==> src/rtl/sa_pkg.sv <==
// Shared definitions for the systolic-array output path: FSM encoding,
// SRAM strobe polarities and the default geometry used by the array controller.
package sa_pkg;

  typedef enum logic [1:0] {
    ST_IDLE    = 2'd0,
    ST_COLLECT = 2'd1,
    ST_DONE    = 2'd2
  } state_t;

  localparam logic READ_ENABLE  = 1'b0;
  localparam logic WRITE_ENABLE = 1'b1;

  localparam int DEF_NUM_COL              = 8;
  localparam int DEF_ACCU_DATA_WIDTH      = 32;
  localparam int DEF_LOG2_SRAM_BANK_DEPTH = 10;

  // Column c lags column 0 by c cycles, so it must wait out the remainder.
  function automatic int deskew_depth(input int col, input int num_col, input int skew_en);
    return (skew_en != 0) ? (num_col - 1 - col) : 0;
  endfunction

endpackage

==> src/rtl/sa_deskew_delay.sv <==
// Fixed-length shift register of {valid, data}; DEPTH=0 degenerates to a wire.
module sa_deskew_delay #(
  parameter int DEPTH = 0,
  parameter int WIDTH = 32
) (
  input  logic             clk,
  input  logic             rst_n,
  input  logic             i_vld,
  input  logic [WIDTH-1:0] i_dat,
  output logic             o_vld,
  output logic [WIDTH-1:0] o_dat
);

  generate
    if (DEPTH == 0) begin : g_pass
      logic w_unused_clk;
      assign w_unused_clk = clk ^ rst_n;
      assign o_vld = i_vld;
      assign o_dat = i_dat;
    end else begin : g_shift
      logic [DEPTH-1:0]            r_vld;
      logic [DEPTH-1:0][WIDTH-1:0] r_dat;

      always_ff @(posedge clk or negedge rst_n) begin
        if (!rst_n) begin
          r_vld <= '0;
          r_dat <= '0;
        end else begin
          r_vld[0] <= i_vld;
          r_dat[0] <= i_dat;
          for (int i = 1; i < DEPTH; i++) begin
            r_vld[i] <= r_vld[i-1];
            r_dat[i] <= r_dat[i-1];
          end
        end
      end

      assign o_vld = r_vld[DEPTH-1];
      assign o_dat = r_dat[DEPTH-1];
    end
  endgenerate

endmodule

==> src/rtl/sa_output_collector.sv <==
// Deskews the array's bottom-edge stream into whole rows and writes them to the
// output SRAM bank from a programmed base; shares the bank with a host read port when idle.
module sa_output_collector
  import sa_pkg::*;
#(
  parameter int NUM_COL              = DEF_NUM_COL,
  parameter int ACCU_DATA_WIDTH      = DEF_ACCU_DATA_WIDTH,
  parameter int LOG2_SRAM_BANK_DEPTH = DEF_LOG2_SRAM_BANK_DEPTH,
  parameter int SKEW_EN              = 1
) (
  input  logic                                 clk,
  input  logic                                 rst_n,
  input  logic                                 i_start,
  input  logic [LOG2_SRAM_BANK_DEPTH-1:0]      i_base_addr,
  input  logic [LOG2_SRAM_BANK_DEPTH:0]        i_num_rows,
  input  logic [NUM_COL-1:0]                   i_valid_down,
  input  logic [NUM_COL*ACCU_DATA_WIDTH-1:0]   i_data_down,
  input  logic                                 i_host_rd_en,
  input  logic [LOG2_SRAM_BANK_DEPTH-1:0]      i_host_rd_addr,
  output logic                                 o_sram_wr_en,
  output logic [LOG2_SRAM_BANK_DEPTH-1:0]      o_sram_addr,
  output logic [NUM_COL*ACCU_DATA_WIDTH-1:0]   o_sram_wr_data,
  output logic                                 o_busy,
  output logic                                 o_done,
  output logic                                 o_err
);

  localparam int AW = LOG2_SRAM_BANK_DEPTH;
  localparam int DW = NUM_COL * ACCU_DATA_WIDTH;

  state_t        r_state, w_state_nxt;
  logic [AW-1:0] r_base, r_addr;
  logic [AW:0]   r_num_rows, r_cnt;
  logic [DW-1:0] r_data;
  logic          r_wr_en, r_err;

  logic [NUM_COL-1:0] w_vin, w_dvld;
  logic [DW-1:0]      w_ddat;
  logic               w_idle, w_start, w_room, w_full, w_part, w_accept, w_err_set;

  // Columns seen while idle are dropped before they can reach the delay lines.
  assign w_idle = (r_state == ST_IDLE);
  assign w_vin  = i_valid_down & {NUM_COL{!w_idle}};

  generate
    for (genvar c = 0; c < NUM_COL; c++) begin : g_col
      sa_deskew_delay #(
        .DEPTH(deskew_depth(c, NUM_COL, SKEW_EN)),
        .WIDTH(ACCU_DATA_WIDTH)
      ) u_delay (
        .clk  (clk),
        .rst_n(rst_n),
        .i_vld(w_vin[c]),
        .i_dat(i_data_down[c*ACCU_DATA_WIDTH +: ACCU_DATA_WIDTH]),
        .o_vld(w_dvld[c]),
        .o_dat(w_ddat[c*ACCU_DATA_WIDTH +: ACCU_DATA_WIDTH])
      );
    end
  endgenerate

  assign w_start   = i_start && w_idle;
  assign w_room    = (r_cnt != r_num_rows);
  assign w_full    = &w_dvld;
  assign w_part    = |w_dvld && !w_full;
  assign w_accept  = (r_state == ST_COLLECT) && w_full && w_room;
  assign w_err_set = (w_idle && |i_valid_down) ||
                     (!w_idle && (w_part || (w_full && !w_room)));

  always_ff @(posedge clk or negedge rst_n) begin
    if (!rst_n) r_state <= ST_IDLE;
    else        r_state <= w_state_nxt;
  end

  always_comb begin
    w_state_nxt = r_state;
    case (r_state)
      ST_IDLE:    if (w_start) w_state_nxt = ST_COLLECT;
      ST_COLLECT: if (!w_room) w_state_nxt = ST_DONE;
      ST_DONE:    w_state_nxt = ST_IDLE;
      default:    w_state_nxt = ST_IDLE;
    endcase
  end

  always_comb begin
    o_busy       = 1'b0;
    o_done       = 1'b0;
    o_sram_wr_en = READ_ENABLE;
    o_sram_addr  = r_addr;
    case (r_state)
      ST_IDLE: if (i_host_rd_en) o_sram_addr = i_host_rd_addr;
      ST_COLLECT: begin
        o_busy       = 1'b1;
        o_sram_wr_en = r_wr_en;
      end
      ST_DONE: begin
        o_busy       = 1'b1;
        o_done       = 1'b1;
        o_sram_wr_en = r_wr_en;
      end
      default: ;
    endcase
  end

  // Row counter compares at AW+1 bits; the address adder wraps at the bank depth.
  always_ff @(posedge clk or negedge rst_n) begin
    if (!rst_n) begin
      r_base     <= '0;
      r_num_rows <= '0;
      r_cnt      <= '0;
      r_addr     <= '0;
      r_data     <= '0;
      r_wr_en    <= READ_ENABLE;
      r_err      <= 1'b0;
    end else begin
      r_wr_en <= w_accept ? WRITE_ENABLE : READ_ENABLE;
      if (w_start) begin
        r_base     <= i_base_addr;
        r_num_rows <= i_num_rows;
        r_cnt      <= '0;
      end
      if (w_accept) begin
        r_addr <= r_base + r_cnt[AW-1:0];
        r_data <= w_ddat;
        r_cnt  <= r_cnt + 1'b1;
      end
      if (w_err_set)    r_err <= 1'b1;
      else if (w_start) r_err <= 1'b0;
    end
  end

  assign o_sram_wr_data = r_data;
  assign o_err          = r_err;

endmodule

==> config.mk <==
export PLATFORM = sky130hd
export DESIGN_NAME = sa_output_collector
export DESIGN_NICKNAME = d
export VERILOG_FILES = /design/src/rtl/sa_pkg.sv /design/src/rtl/sa_deskew_delay.sv /design/src/rtl/sa_output_collector.sv
export SDC_FILE = /design/constraint.sdc
export NUM_CORES = 1
export LEC_CHECK = 0
export CAP_MARGIN = 20
export CELL_PAD_IN_SITES_DETAIL_PLACEMENT = 0
export CELL_PAD_IN_SITES_GLOBAL_PLACEMENT = 2
export CORE_MARGIN = 3
export CORE_UTILIZATION = 25
export DETAILED_ROUTE_END_ITERATION = 10
export PLACE_DENSITY_LB_ADDON = 0.1
export REMOVE_ABC_BUFFERS = 1
export SYNTH_ARGS = -nofsm -noshare
export SYNTH_HDL_FRONTEND = slang
export SYNTH_SLANG_ARGS = --single-unit
==> constraint.sdc <==
create_clock -name clk -period 2.5 [get_ports clk]
set_input_delay 0.375 -clock clk [delete_from_list [all_inputs] [get_ports clk]]
set_output_delay 0.375 -clock clk [all_outputs]
set_load 0.02 [all_outputs]
After elaboration in Yosys (flattened, before gate mapping)
Index checks and enable logic that the tools add are counted.

storage, ports and cells
  ROM bits = 0
  output and inout port bits = 270
  memories kept = 0
  bits in latches = 0
  word-level logic and storage cells = 84
  bits in writable memories = 0
  register bits after elaboration = 1226
  input bits = 299

cells by class
  bitwise operators = 1
  div/mod/pow operators = 0
  shifts and indexed selects = 0
  $add $sub $neg = 2
  magnitude comparators = 0
  equal/unequal tests = 5
  reduce and logical (&&, ||, !) cells = 20
  multipliers = 0
  muxes and demuxes = 13

operators by type and width
  operator                                                number
  two-way mux 11 bit                                      2
  two-way mux 10 bit                                      2
  OR reduction 8 bit                                      2
  adder 11 x 1 -> 11 bit (second input constant)          1
  inequality test 11 bit                                  1
  adder 10 bit                                            1
  AND 8 bit                                               1
  AND reduction 8 bit                                     1
  logical AND 1 bit                                       7
  two-way mux 1 bit                                       6
  two-way mux 2 bit                                       2
  case mux 2 bit (2 select lines)                         1
  nonzero test 2 bit                                      2
  logical NOT 1 bit                                       3
  equality test 2 x 1 -> 1 bit (second input constant)    1
  equality test 2 bit (second input constant)             1
  logical NOT 2 bit                                       1
  logical OR 1 bit                                        2
  inequality test 2 x 1 -> 1 bit (second input constant)  1
  inequality test 2 bit (second input constant)           1
  AND reduction 2 bit                                     1
  OR reduction 2 bit                                      1

Logic depth before layout (Yosys ltp)
  depth in word-level cells = 10
  gate-level depth with buffers = 10
  mapped depth without buffers = 9

Cells and area by module
Synthesis repeated with hierarchy kept, for this count alone.

second synthesis, totals
  cells, all modules = 1947
  area total of the unflattened synthesis = 38303.0 µm²

modules (own cells, without submodules)
  module                              cells each  times used  sequential area each (µm²)  area an instance (µm²)
  sa_output_collector                 798         1           7557.2                      13491.7
  sa_deskew_delay (g_col[0].u_delay)  263         1           5780.5                      6020.8
  sa_deskew_delay (g_col[1].u_delay)  230         1           4954.8                      5195.0
  sa_deskew_delay (g_col[2].u_delay)  197         1           4129.0                      4369.2
  sa_deskew_delay (g_col[3].u_delay)  164         1           3303.2                      3543.4
  sa_deskew_delay (g_col[4].u_delay)  131         1           2477.4                      2717.6
  sa_deskew_delay (g_col[5].u_delay)  98          1           1651.6                      1891.8
  sa_deskew_delay (g_col[6].u_delay)  33          1           825.8                       825.8
  sa_deskew_delay (g_col[7].u_delay)  33          1           0.0                         247.7

Worst setup path after synthesis
OpenSTA, ideal clock, no wires.

  path type = reg2out
  start point = register r_state[0]
  end point = output port o_sram_addr[0]
  cell stages (with the launch flop) = 6
  data required time = 2.125 ns
  path buffers = 1
  setup slack = 0.513 ns
  data arrival time = 1.612 ns
  path through = dfrtp_1 > inv_1 > ha_1 > clkbuf_1 > nand2_1 > mux2_2

on the way
  longest elaborated chain between the ends = 2

RTL lines
  what                    RTL line                   source
  from (decl)             sa_output_collector.sv:31  state_t r_state, w_state_nxt;
  from (signal assigned)  sa_output_collector.sv:71  else r_state <= w_state_nxt;
  logical NOT 2 bit       sa_output_collector.sv:89  case (r_state)
  two-way mux 10 bit      sa_output_collector.sv:89
  to (decl)               sa_output_collector.sv:21  output logic [LOG2_SRAM_BANK_DEPTH-1:0] o_sram_addr,

No other way between the ends.

Final worst setup path
  start point = register r_state[0]
  end point = output port o_sram_addr[4]

The elaborated chain is that of the path after synthesis.

==> results_dict.tcl <==
set metrics [dict create \
    drc 0 \
    fin_worst_skew_ns 0.0308 \
    antenna_found_initial 18 \
    power_density_mw_per_mm2 895 \
    hpwl_um 56100 \
    critical_path_class "reg -> out" \
    clk_pin_slew_worst_paths_ns 0.05 \
    clockRootBuffer "clkbuf_16" \
    die_y_um 383 \
    cts-buffers-inserted 139 \
    cp_data_required_time_ns 2.12 \
    grt_max_degree 108 \
    cp_slowest_cell "dfrtp_1" \
    clock_latency_ns 0.73 \
    tightest_slew_ns 0.576 \
    final-setup-viol-count 0 \
    global_route.overflow_total 0 \
    slowest_delay_ns 0.38 \
    hold_depth 1 \
    area_delta_synth_final_pct 40.5 \
    wl_met2_um 42300 \
    cp_top_family "flip-flops" \
    synthMuxAreaShare_pct 1.02 \
    routed_via_density 3.74 \
    start_kind "register" \
    crit_buf_inv 3 \
    avgSynthCellArea_sq_um 15.7 \
    synth_compound_area_share_pct 0.914 \
    seq_area_frac_synth_pct 86.5 \
    crit_chain "inv_2 > ha_4 > nand2_8 > buf_12 > mux2_4 > buf_6" \
    die_area_sq_mm 0.146 \
    total_power_uw 44600 \
    io_buffers 568 \
    hold_path_class "in -> reg" \
    cp.depth 6 \
    place_congestion 0.723 \
    cellLeakagePower_uw 0.0231 \
    rsz0062_at_grt "yes" \
    clock_sinks 1226 \
    nets 3372 \
    ys_seq_elements 1226 \
    cts_tree "yes" \
    max_clock_freq_ghz 0.416 \
    drt_iter0_markers 843 \
    slew_viol_final 0 \
    wl_met1_um 33200 \
    placementRows 137 \
    ff2ff_path_depth 7 \
    critPathMaxFanout 5 \
    dr_wl_met3_um 5720 \
    vias 18900 \
    grt_usage_pct 11.6 \
    drive_above_1_share_pct 11.1 \
    syn_inst 2263 \
    yosys.area_share.adder_pct 0.550 \
    crit_arrival_ns 2.03 \
    syn_area_sq_mm 0.0355 \
    synth_top_family_by_area "simple AND/OR/NAND/NOR gates" \
    ys_types 37 \
    timing.final.ws_setup_ns 0.0979 \
    hold_viol_final 0 \
    endpoint_kind "output port" \
    htreeDepth 4 \
    die_x_um 383 \
    top_layer_used "met5" \
    grt_pass1_wl_um 129000 \
    route.final.wire_length_um 83700 \
    layout_min_cycle_time_ns 2.40 \
    wl_per_cell_um 16.6 \
    initial_core_util_pct 25.3 \
    finalCritPeriodShare_pct 96.1 \
    max-slew-margin-rel_pct 61.6 \
    first_global_vias 20600 \
    outcome "finished, final reports clean" \
    core_area_sq_mm 0.140 \
    ant_nets 0 \
    synthSimpleGateAreaFrac_pct 9.22 \
    ir_worst_vdd_mv 0.463 \
    pin_count 569 \
    synthXorXnorAreaFrac_pct 0.519 \
    firstDrtPassIters 6 \
    synth_warnings 0 \
    dp_slack_ns 0.0193 \
    cts_buffer_depth 3 \
    drv_cap 0 \
]
==> through the flow <==
step                      TNS [ns]  std cells  hold slack (ns)  area [sq um]  util (%)
after detailed placement         0       4713            0.335         44100      31.5
after floorplan           -1174.46       2198           0.0794         35100         -
after global placement           0       4713            0.331         44100      31.5
after global routing        -0.212       5043          0.00549         49800      35.5
final                            0       5048           0.0835         49800      35.5
after CTS                  -0.0113       5039        0.0000158         49700      35.5
==> final cells by class <==
cell class	count	area (sq um)
inverter	10	37.5
fill	13700	90400
antenna	8	20.0
clock inverter	45	683
tap	1876	2350
multi-input combinational	962	4400
clock buffer	202	4110
timing repair buffer	719	7530
sequential	1226	30700
==> worst paths after layout <==
path	from	endpoint	slack [ns]
worst max register to register	r_cnt[3]	r_addr[7]	0.22
min in group asynchronous	rst_n	g_col[1].u_delay.g_shift.r_dat[36]	0.16
worst min-delay path	i_data_down[87]	g_col[2].u_delay.g_shift.r_dat[23]	0.08
worst min register to register	g_col[1].u_delay.g_shift.r_dat[125]	g_col[1].u_delay.g_shift.r_dat[157]	0.32
max in group asynchronous	rst_n	g_col[6].u_delay.o_dat[5]	1.33
worst max-delay path	r_state[0]	o_sram_addr[4]	0.1
==> worst reg2reg max path, stage by stage (launching register included) <==
cell and delay (ns):
dfrtp_1 0.49, ha_1 0.38, and3_1 0.23, a2111oi_4 0.45
o21bai_1 0.14, a21oi_1 0.20, xor2_1 0.18, o21ai_0 0.09
==> metal layers <==
layer	track usage, %	up-vias
met5	0	-
met4	4.37	10
met3	4.16	179
met2	19.5	471
met1	13.5	9605
li1	-	8637
==> what timing repair did <==
action                     4_1_cts  5_1_grt
gates resized for setup         59       14
setup buffers                    4        1
setup endpoints to repair       16      223
hold buffers                    74        0
cloned                           1        0
pin swaps                        2        1
hold endpoints to repair       211        0
==> cells in the mapped netlist <==
cell          n  area (sq um)
dfrtp_1    1226         30700
nand2_1     794          2980
mux2_2       32           360
o21ai_0      23           115
clkbuf_1     19          71.3
buf_2        18          90.1
xnor2_1      15           131
ha_1         14           175
nor2b_1      13          81.3
buf_4        11          82.6
nand3_1      11          55.1
buf_6        10           113
inv_1        10          37.5
a21oi_1       7          35.0
and3_1        6          37.5
nor4_1        6          37.5
xor2_1        6          52.6
a21o_1        5          37.5
buf_1         5          18.8
nor2_1        5          18.8
nand4_1       3          18.8
o21ai_1       3          15.0
a221oi_1      2          17.5
a22o_1        2          17.5
a31oi_1       2          12.5
and2_1        2          12.5
buf_8         2          30.0
nand2b_1      2          12.5
a2111o_1      1          11.3
a2111oi_4     1          27.5
a211o_1       1          8.76
a21oi_2       1          8.76
fa_1          1          20.0
nor3_1        1          5.00
o21bai_1      1          7.51
o311a_1       1          10.0
or3_4         1          11.3
==> report_power, final <==
| part | internal (uW) | switching, uW |
|---|---|---|
| registers | 20900 | 364 |
| logic | 1270 | 1160 |
| clock network | 12700 | 8140 |
| total | 34900 | 9650 |
==> cell families after synthesis <==
kind of cell / after synthesis
XOR/XNOR: 21
adder cells (fa/ha/maj): 15
flip-flops: 1226
AO/OA/AOI/OAI: 50
buffers and inverters: 75
multiplexers: 32
AND/OR/NAND/NOR: 844
==> state kept, by name, indices dropped and copies added, names as in the netlist <==
register / cells
g_col.u_delay.g_shift.r_vld: 27
g_col.u_delay.o_vld: 1
r_state: 2
o_sram_wr_data: 256
r_num_rows: 11
r_base: 10
g_col.u_delay.o_dat: 224
g_col.u_delay.g_shift.r_dat: 672
r_wr_en: 1
r_cnt: 11
o_err: 1
r_addr: 10
==> placed cells by master (no fill, tap or decap), types with 7 or more instances in the layout <==
cell / instances
diode_2: 8
nor2b_1: 13
xnor2_1: 15
nand2_1: 793
clkbuf_16: 142
dfrtp_1: 1226
buf_12: 39
o21ai_0: 23
clkbuf_8: 33
inv_1: 8
mux2_2: 31
clkinv_2: 17
buf_6: 11
bufinv_16: 12
clkbuf_1: 27
a21oi_1: 7
dlygate4sd3_1: 74
ha_1: 13
clkdlybuf4s50_1: 555
nand3_1: 10
buf_4: 37
No activity file was read; power rests on OpenSTA's default activity.
